--- src/rtl/tour_cmd_pkg.sv ---
// tour_cmd_pkg: shared states, error codes and KnightsTour command fields for the command player
package tour_cmd_pkg;
  typedef enum logic [2:0] {IDLE, SEND, WAIT_SNT, WAIT_RESP, CHECK, FINISH} state_t;
  localparam logic [1:0] ERR_NONE = 2'b00;
  localparam logic [1:0] ERR_NAK = 2'b01;
  localparam logic [1:0] ERR_TMO = 2'b10;
  localparam logic [7:0] ACK_DEFAULT = 8'hA5;
  // Command layout: [15:12] opcode, [11:4] heading, [3:0] squares
  localparam logic [3:0] CAL_GYRO = 4'h2;
  localparam logic [3:0] MOVE = 4'h4;
  localparam logic [3:0] MOVE_FANFARE = 4'h5;
  localparam logic [7:0] NORTH = 8'h00;
  localparam logic [7:0] WEST = 8'h3F;
  localparam logic [7:0] SOUTH = 8'h7F;
  localparam logic [7:0] EAST = 8'hBF;
endpackage

--- src/rtl/tour_cmd_player_cmd_buf.sv ---
// cmd_buf: DEPTH x CMD_W command store filled in order, with an occupancy count
module cmd_buf #(
  parameter int CMD_W = 16,
  parameter int DEPTH = 16,
  localparam int AW = $clog2(DEPTH),
  localparam int CW = $clog2(DEPTH + 1)
) (
  input  logic             clk,
  input  logic             rst,
  input  logic             wr_en,
  input  logic             clr,
  input  logic [AW-1:0]    rd_idx,
  input  logic [CMD_W-1:0] wr_data,
  output logic [CMD_W-1:0] rd_data,
  output logic [CW-1:0]    count,
  output logic             full
);
  logic [CMD_W-1:0] mem [DEPTH];
  assign full = count == CW'(DEPTH);
  assign rd_data = mem[rd_idx];
  always_ff @(posedge clk)
    if (wr_en && !full && !clr) mem[count[AW-1:0]] <= wr_data;
  always_ff @(posedge clk or posedge rst)
    if (rst) count <= '0;
    else count <= clr ? '0 : (wr_en && !full) ? count + CW'(1) : count;
endmodule

--- src/rtl/tour_cmd_player.sv ---
// tour_cmd_player: replays buffered KnightsTour commands into RemoteComm and checks each response
module tour_cmd_player
  import tour_cmd_pkg::*;
#(
  parameter int CMD_W = 16,
  parameter int RESP_W = 8,
  parameter int DEPTH = 16,
  parameter logic [RESP_W-1:0] ACK_VAL = RESP_W'(ACK_DEFAULT),
  parameter int TIMEOUT_CLKS = 2000000,
  parameter int CNT_W = 8,
  localparam int AW = $clog2(DEPTH),
  localparam int CW = $clog2(DEPTH + 1)
) (
  input  logic              clk,
  input  logic              rst,
  input  logic              wr_en,
  input  logic [CMD_W-1:0]  wr_data,
  input  logic              clr,
  input  logic              start,
  input  logic              abort,
  input  logic              mode_loop,
  input  logic              stop_on_err,
  output logic [CMD_W-1:0]  cmd,
  output logic              snd_cmd,
  input  logic              cmd_snt,
  input  logic              resp_rdy,
  input  logic [RESP_W-1:0] resp,
  output logic              busy,
  output logic              done,
  output logic              err,
  output logic [1:0]        err_code,
  output logic [AW-1:0]     cmd_idx,
  output logic [CW-1:0]     count,
  output logic              full,
  output logic [CNT_W-1:0]  pass_cnt,
  output logic [CNT_W-1:0]  fail_cnt
);
  localparam int TW = $clog2(TIMEOUT_CLKS + 1);
  state_t st, nxt;
  logic [CMD_W-1:0] rd_data;
  logic [RESP_W-1:0] resp_q;
  logic [TW-1:0] timer;
  logic waiting, tmo, last, nak;
  assign waiting = st == WAIT_SNT || st == WAIT_RESP;
  // >= so a cmd_snt on the final budget cycle still times out in WAIT_RESP
  assign tmo = timer >= TW'(TIMEOUT_CLKS - 1);
  assign last = CW'(cmd_idx) == count - CW'(1);
  assign nak = resp_q != ACK_VAL;
  cmd_buf #(.CMD_W(CMD_W), .DEPTH(DEPTH)) u_buf (
    .clk(clk),
    .rst(rst),
    .wr_en(wr_en && st == IDLE && !start),
    .clr(clr && st == IDLE && !start),
    .rd_idx(cmd_idx),
    .wr_data(wr_data),
    .rd_data(rd_data),
    .count(count),
    .full(full)
  );
  always_ff @(posedge clk or posedge rst)
    if (rst) st <= IDLE;
    else st <= nxt;
  always_comb begin
    nxt = st;
    case (st)
      IDLE:      nxt = !start ? IDLE : count == '0 ? FINISH : SEND;
      SEND:      nxt = WAIT_SNT;
      WAIT_SNT:  nxt = cmd_snt ? WAIT_RESP : tmo ? FINISH : WAIT_SNT;
      WAIT_RESP: nxt = resp_rdy ? CHECK : tmo ? FINISH : WAIT_RESP;
      CHECK:     nxt = (nak && stop_on_err) || (last && !mode_loop) ? FINISH : SEND;
      FINISH:    nxt = IDLE;
      default:   nxt = IDLE;
    endcase
    if (abort && st != IDLE) nxt = IDLE;
  end
  always_comb begin
    snd_cmd = st == SEND;
    busy = st != IDLE;
    done = st == FINISH;
  end
  always_ff @(posedge clk or posedge rst)
    if (rst) begin
      cmd <= '0;
      cmd_idx <= '0;
      pass_cnt <= '0;
      fail_cnt <= '0;
      err <= 1'b0;
      err_code <= ERR_NONE;
      resp_q <= '0;
      timer <= '0;
    end else begin
      if (st == IDLE && start) begin
        cmd_idx <= '0;
        pass_cnt <= '0;
        fail_cnt <= '0;
        err <= 1'b0;
        err_code <= ERR_NONE;
      end
      if (st == SEND) begin
        cmd <= rd_data;
        timer <= '0;
      end
      if (waiting) timer <= timer + TW'(1);
      if (st == WAIT_RESP && resp_rdy) resp_q <= resp;
      // Leaving a wait state for FINISH can only mean the budget ran out
      if (waiting && nxt == FINISH) begin
        err <= 1'b1;
        err_code <= ERR_TMO;
      end
      if (st == CHECK) begin
        if (nak) begin
          fail_cnt <= fail_cnt + CNT_W'(fail_cnt != '1);
          err <= 1'b1;
          err_code <= err_code == ERR_TMO ? ERR_TMO : ERR_NAK;
        end else pass_cnt <= pass_cnt + CNT_W'(pass_cnt != '1);
        if (nxt == SEND) cmd_idx <= last ? '0 : cmd_idx + AW'(1);
      end
    end
endmodule
--- config.mk ---
export PLATFORM = sky130hd
export DESIGN_NAME = tour_cmd_player
export DESIGN_NICKNAME = d
export VERILOG_FILES = /design/src/rtl/tour_cmd_pkg.sv /design/src/rtl/tour_cmd_player_cmd_buf.sv /design/src/rtl/tour_cmd_player.sv
export SDC_FILE = /design/constraint.sdc
export NUM_CORES = 1
export LEC_CHECK = 0
export BUFFER_PORTS_ARGS = -buffer_cell sky130_fd_sc_hd__buf_2
export CAP_MARGIN = 20
export CORE_UTILIZATION = 40
export CTS_BUF_LIST = sky130_fd_sc_hd__clkbuf_8
export DETAILED_ROUTE_END_ITERATION = 10
export GPL_ROUTABILITY_DRIVEN = 0
export HOLD_SLACK_MARGIN = 0.12
export PLACE_DENSITY = 0.65
export SLEW_MARGIN = 20
export SYNTH_ARGS = -nofsm -noshare
export SYNTH_HDL_FRONTEND = slang
export SYNTH_SLANG_ARGS = --single-unit
--- constraint.sdc ---
create_clock -name clk -period 3.8 [get_ports clk]
set_input_delay 0.19 -clock clk [delete_from_list [all_inputs] [get_ports clk]]
set_output_delay 0.19 -clock clk [all_outputs]
set_load 0.03 [all_outputs]
==> results by group <==
Synth
  – Synth Instances: between 700 and 800
  – Syn Nets: 821
  – Syn Std Cell Area: around 14000 µm²
  – Synth Warn #: 0
  – Avg Synthesized Cell Area: 17.4 µm²
  – Yosys top cell area share: 56.9%
  – Distinct cells, synth: 53
  – Synth area leaders: edfxtp_1 (57%), dfrtp_1 (14%), mux4_2 (13%)
  – Async S/R FF share, synth: 22.9%
  – Sequential share of the synthesized area: 70.9%
  – Cell taking the most area after synthesis: edfxtp_1
  – Commonest register cell after synthesis: edfxtp_1
  – Post-synth EDFFs: ~260
  – Count of state elements after synthesis: approximately 330

Placed design
  – Dpl cell area: roughly 15000 µm²
  – I/O Buffers: between 80 and 90
  – DP Wirelength: 18800 µm

Die
  – FP Rows: between 60 and 70
  – Die H: about 190 µm
  – Die area: 34500 µm²
  – Core box area: roughly 33000 µm²
  – Starting Density: about two fifths
  – Boundary Pins: 82
  – Die W: about 190 µm

Global route
  – Vias in the first global route: between 7000 and 8000
  – First-pass GRT wire length: 45600 µm
  – Initial antenna violation count: 1
  – Pin count of the biggest net entering global routing: 46
  – Global Route Usage Sum: 17.9%
  – GR Overflow Total: 0

Critical path
  – Crit. End Element: flop
  – Worst r2r path cells: 7
  – Path type of the worst setup path: flop to flop
  – CP required: roughly 4.0 ns
  – Crit-path max FO: 16
  – Critical path startpoint category: flop
  – Slowest CP cell: nor2_2
  – Ordered list of cells on the worst path: inv_1, ha_1, and3_1, nor4b_4, nand2_1, or2_2, nor2_2
  – CP Data Arrival Time: 3.36 ns
  – Largest stage delay, worst path: approximately 0.74 ns

Min path
  – Worst hold stages: 5
  – Worst Hold Class: primary input to flop

Timing
  – Total negative slack: 0 ns
  – RSZ-0062 raised after global routing: false
  – Final min period: roughly 3.2 ns
  – Clk_skew: 0.0117 ns
  – Fin crit share: 83.2%
  – Fmax: ~320 MHz
  – Slew headroom: between 30% and 40%
  – Final-report hold violation count: 0
  – Worst-Margin Slew: roughly 0.92 ns
  – Fin. max-slew vios: 0
  – Endpoints failing setup: 0

Layout
  – Ant diodes: 0
  – Synth-to-Final Area Change: 17.7%
  – Share of layout cells above drive strength 1: just under 30%
  – Final core occ: about half
  – Fin area: approximately 16000 µm²
  – Nets: slightly below 1000
  – Filler instances: ~2800

Clock tree
  – Post-CTS setup repair buffer count: 0
  – CTS buffer count: 53
  – Post-CTS sizing: 0
  – Reg clk slew, reported paths: roughly 0.070 ns
  – Worst skew pair latency: 0.58 ns
  – Sink Count: ~330
  – CTS H-tree lvls: 2
  – Max Root-Sink Buffers: 3
  – CTS tree: yes
  – Root Driver: clkbuf_8

Routing
  – Met2 routed WL: around 14000 µm
  – DR DRC count: 0
  – Post-route ant nets: 0
  – Initial DRT Pass Iterations: 5
  – Final wirelength: roughly 30000 µm
  – M1 WL: approximately 13000 µm
  – Metal3 WL: around 1700 µm
  – Routed len/inst: about 21 µm
  – DR vias: roughly 7600
  – DR iter-0 viols: 526
  – Top sig layer: met5
  – Via/cell ratio: about 5.3

Power
  – Pleak: approximately 5.7 nW
  – Total power: 0.00910 W
  – Pwr Density: ~570 nW/µm²
  – Max IR drop VDD: 0.256 mV

Flow run
  – Maxcap violations: 0

Run status
  – Outcome: completed
## synth_stat cells (3+ instances only)
master / number
a21o_1: 4
a21oi_1: 12
a22o_1: 9
and3_1: 5
buf_1: 4
buf_2: 8
buf_4: 3
clkbuf_1: 16
dfrtp_1: 76
edfxtp_1: 256
ha_1: 11
inv_1: 10
mux2_2: 12
mux2i_1: 4
mux4_2: 80
nand2_1: 87
nand2b_1: 5
nand3_1: 23
nand4_1: 17
nor2_1: 31
nor2b_1: 4
nor3_1: 17
o211ai_1: 6
o21ai_0: 22
o31ai_1: 6
or2_2: 3
or3_1: 4
xnor2_1: 7
xor2_1: 7
## per-layer routing
metal,vias up,track usage [%]
met5,-,0
li1,3399,-
met3,56,3.74
met2,224,29.1
met4,2,6.20
met1,3884,23.8
## power breakdown
group | switching (W) | internal (W) | leakage [nW]
Clock | 0.00135 | 0.00146 | 0.565
Sequential | 0.000230 | 0.00413 | 3.32
Combinational | 0.00111 | 0.000818 | 1.85
Total | 0.00269 | 0.00641 | 5.74
## sequential cells by signal (all words and copies together), names as in the netlist
name / cells
u_buf.count: 5
timer: 21
err_code: 2
err: 1
fail_cnt: 8
st: 3
cmd_idx: 4
resp_q: 8
pass_cnt: 8
u_buf.mem: 256
cmd: 16
## logic make-up after synthesis
family | after synthesis | synth area share (%)
mux | 96 | 14.6
simple gates | 210 | 7.52
buf+inv | 43 | 1.41
compound gates | 70 | 3.60
xor+xnor | 14 | 0.907
flops | 332 | 70.9
fa+ha+maj | 11 | 1.02
## stage by stage
step	worst slack, ns	hold slack, ns	cells
floorplan	0.146	0.263	776
global placement	0.810	0.332	1293
detailed placement	0.644	0.340	1293
CTS	0.620	0.126	1419
global route	0.385	0.175	1419
finish	0.637	0.163	1419
## cells in the final DEF, fill, tap and decap left out, types with 9 or more instances in the layout
master	count
clkbuf_8	55
buf_4	23
nor2_1	19
clkinv_1	12
nor2_2	13
inv_1	30
edfxtp_1	256
buf_2	81
dfrtp_1	74
a22o_1	9
nand3_1	23
ha_1	11
nand2_1	87
a21oi_1	12
o21ai_0	22
mux4_2	80
nor3_1	13
nand4_1	17
mux2_2	12
dlygate4sd3_1	34
## critical path, delay by kind of cell, from the launching register on
family	cells	cell delay, ns
adders and majority gates	1	0.25
buffers and inverters	1	0.14
DFF	1	0.51
and+or+nand+nor	5	1.87
## layout make-up
class,count,area (µm²),area share [%]
Clock buffer,55,757,4.76
Clock inverter,37,199,1.25
Inverter,11,42.5,0.267
Multi-Input combinational cell,401,3790,23.8
Sequential cell,332,9590,60.3
Tap cell,442,553,3.47
Timing Repair Buffer,141,978,6.15
## path summary, 6_finish.rpt
path / from / end / slack (ns)
worst max-delay path: u_buf.count[0] / u_buf.mem[7][12] / 0.64
worst min-delay path: wr_en / u_buf.count[3] / 0.16
worst max register to register: u_buf.count[0] / u_buf.mem[7][12] / 0.64
worst min register to register: cmd[1] / cmd[1] / 0.47
max in group asynchronous: rst / timer[9] / 2.60
min in group asynchronous: rst / cmd[12] / 0.26
## timing repair
action                                  in CTS  in global routing
endpoints found under the setup margin       0                  0
hold buffers                                34                  0
hold endpoints to repair                   312                  0
Note: power is estimated with default switching activity, not from simulation.
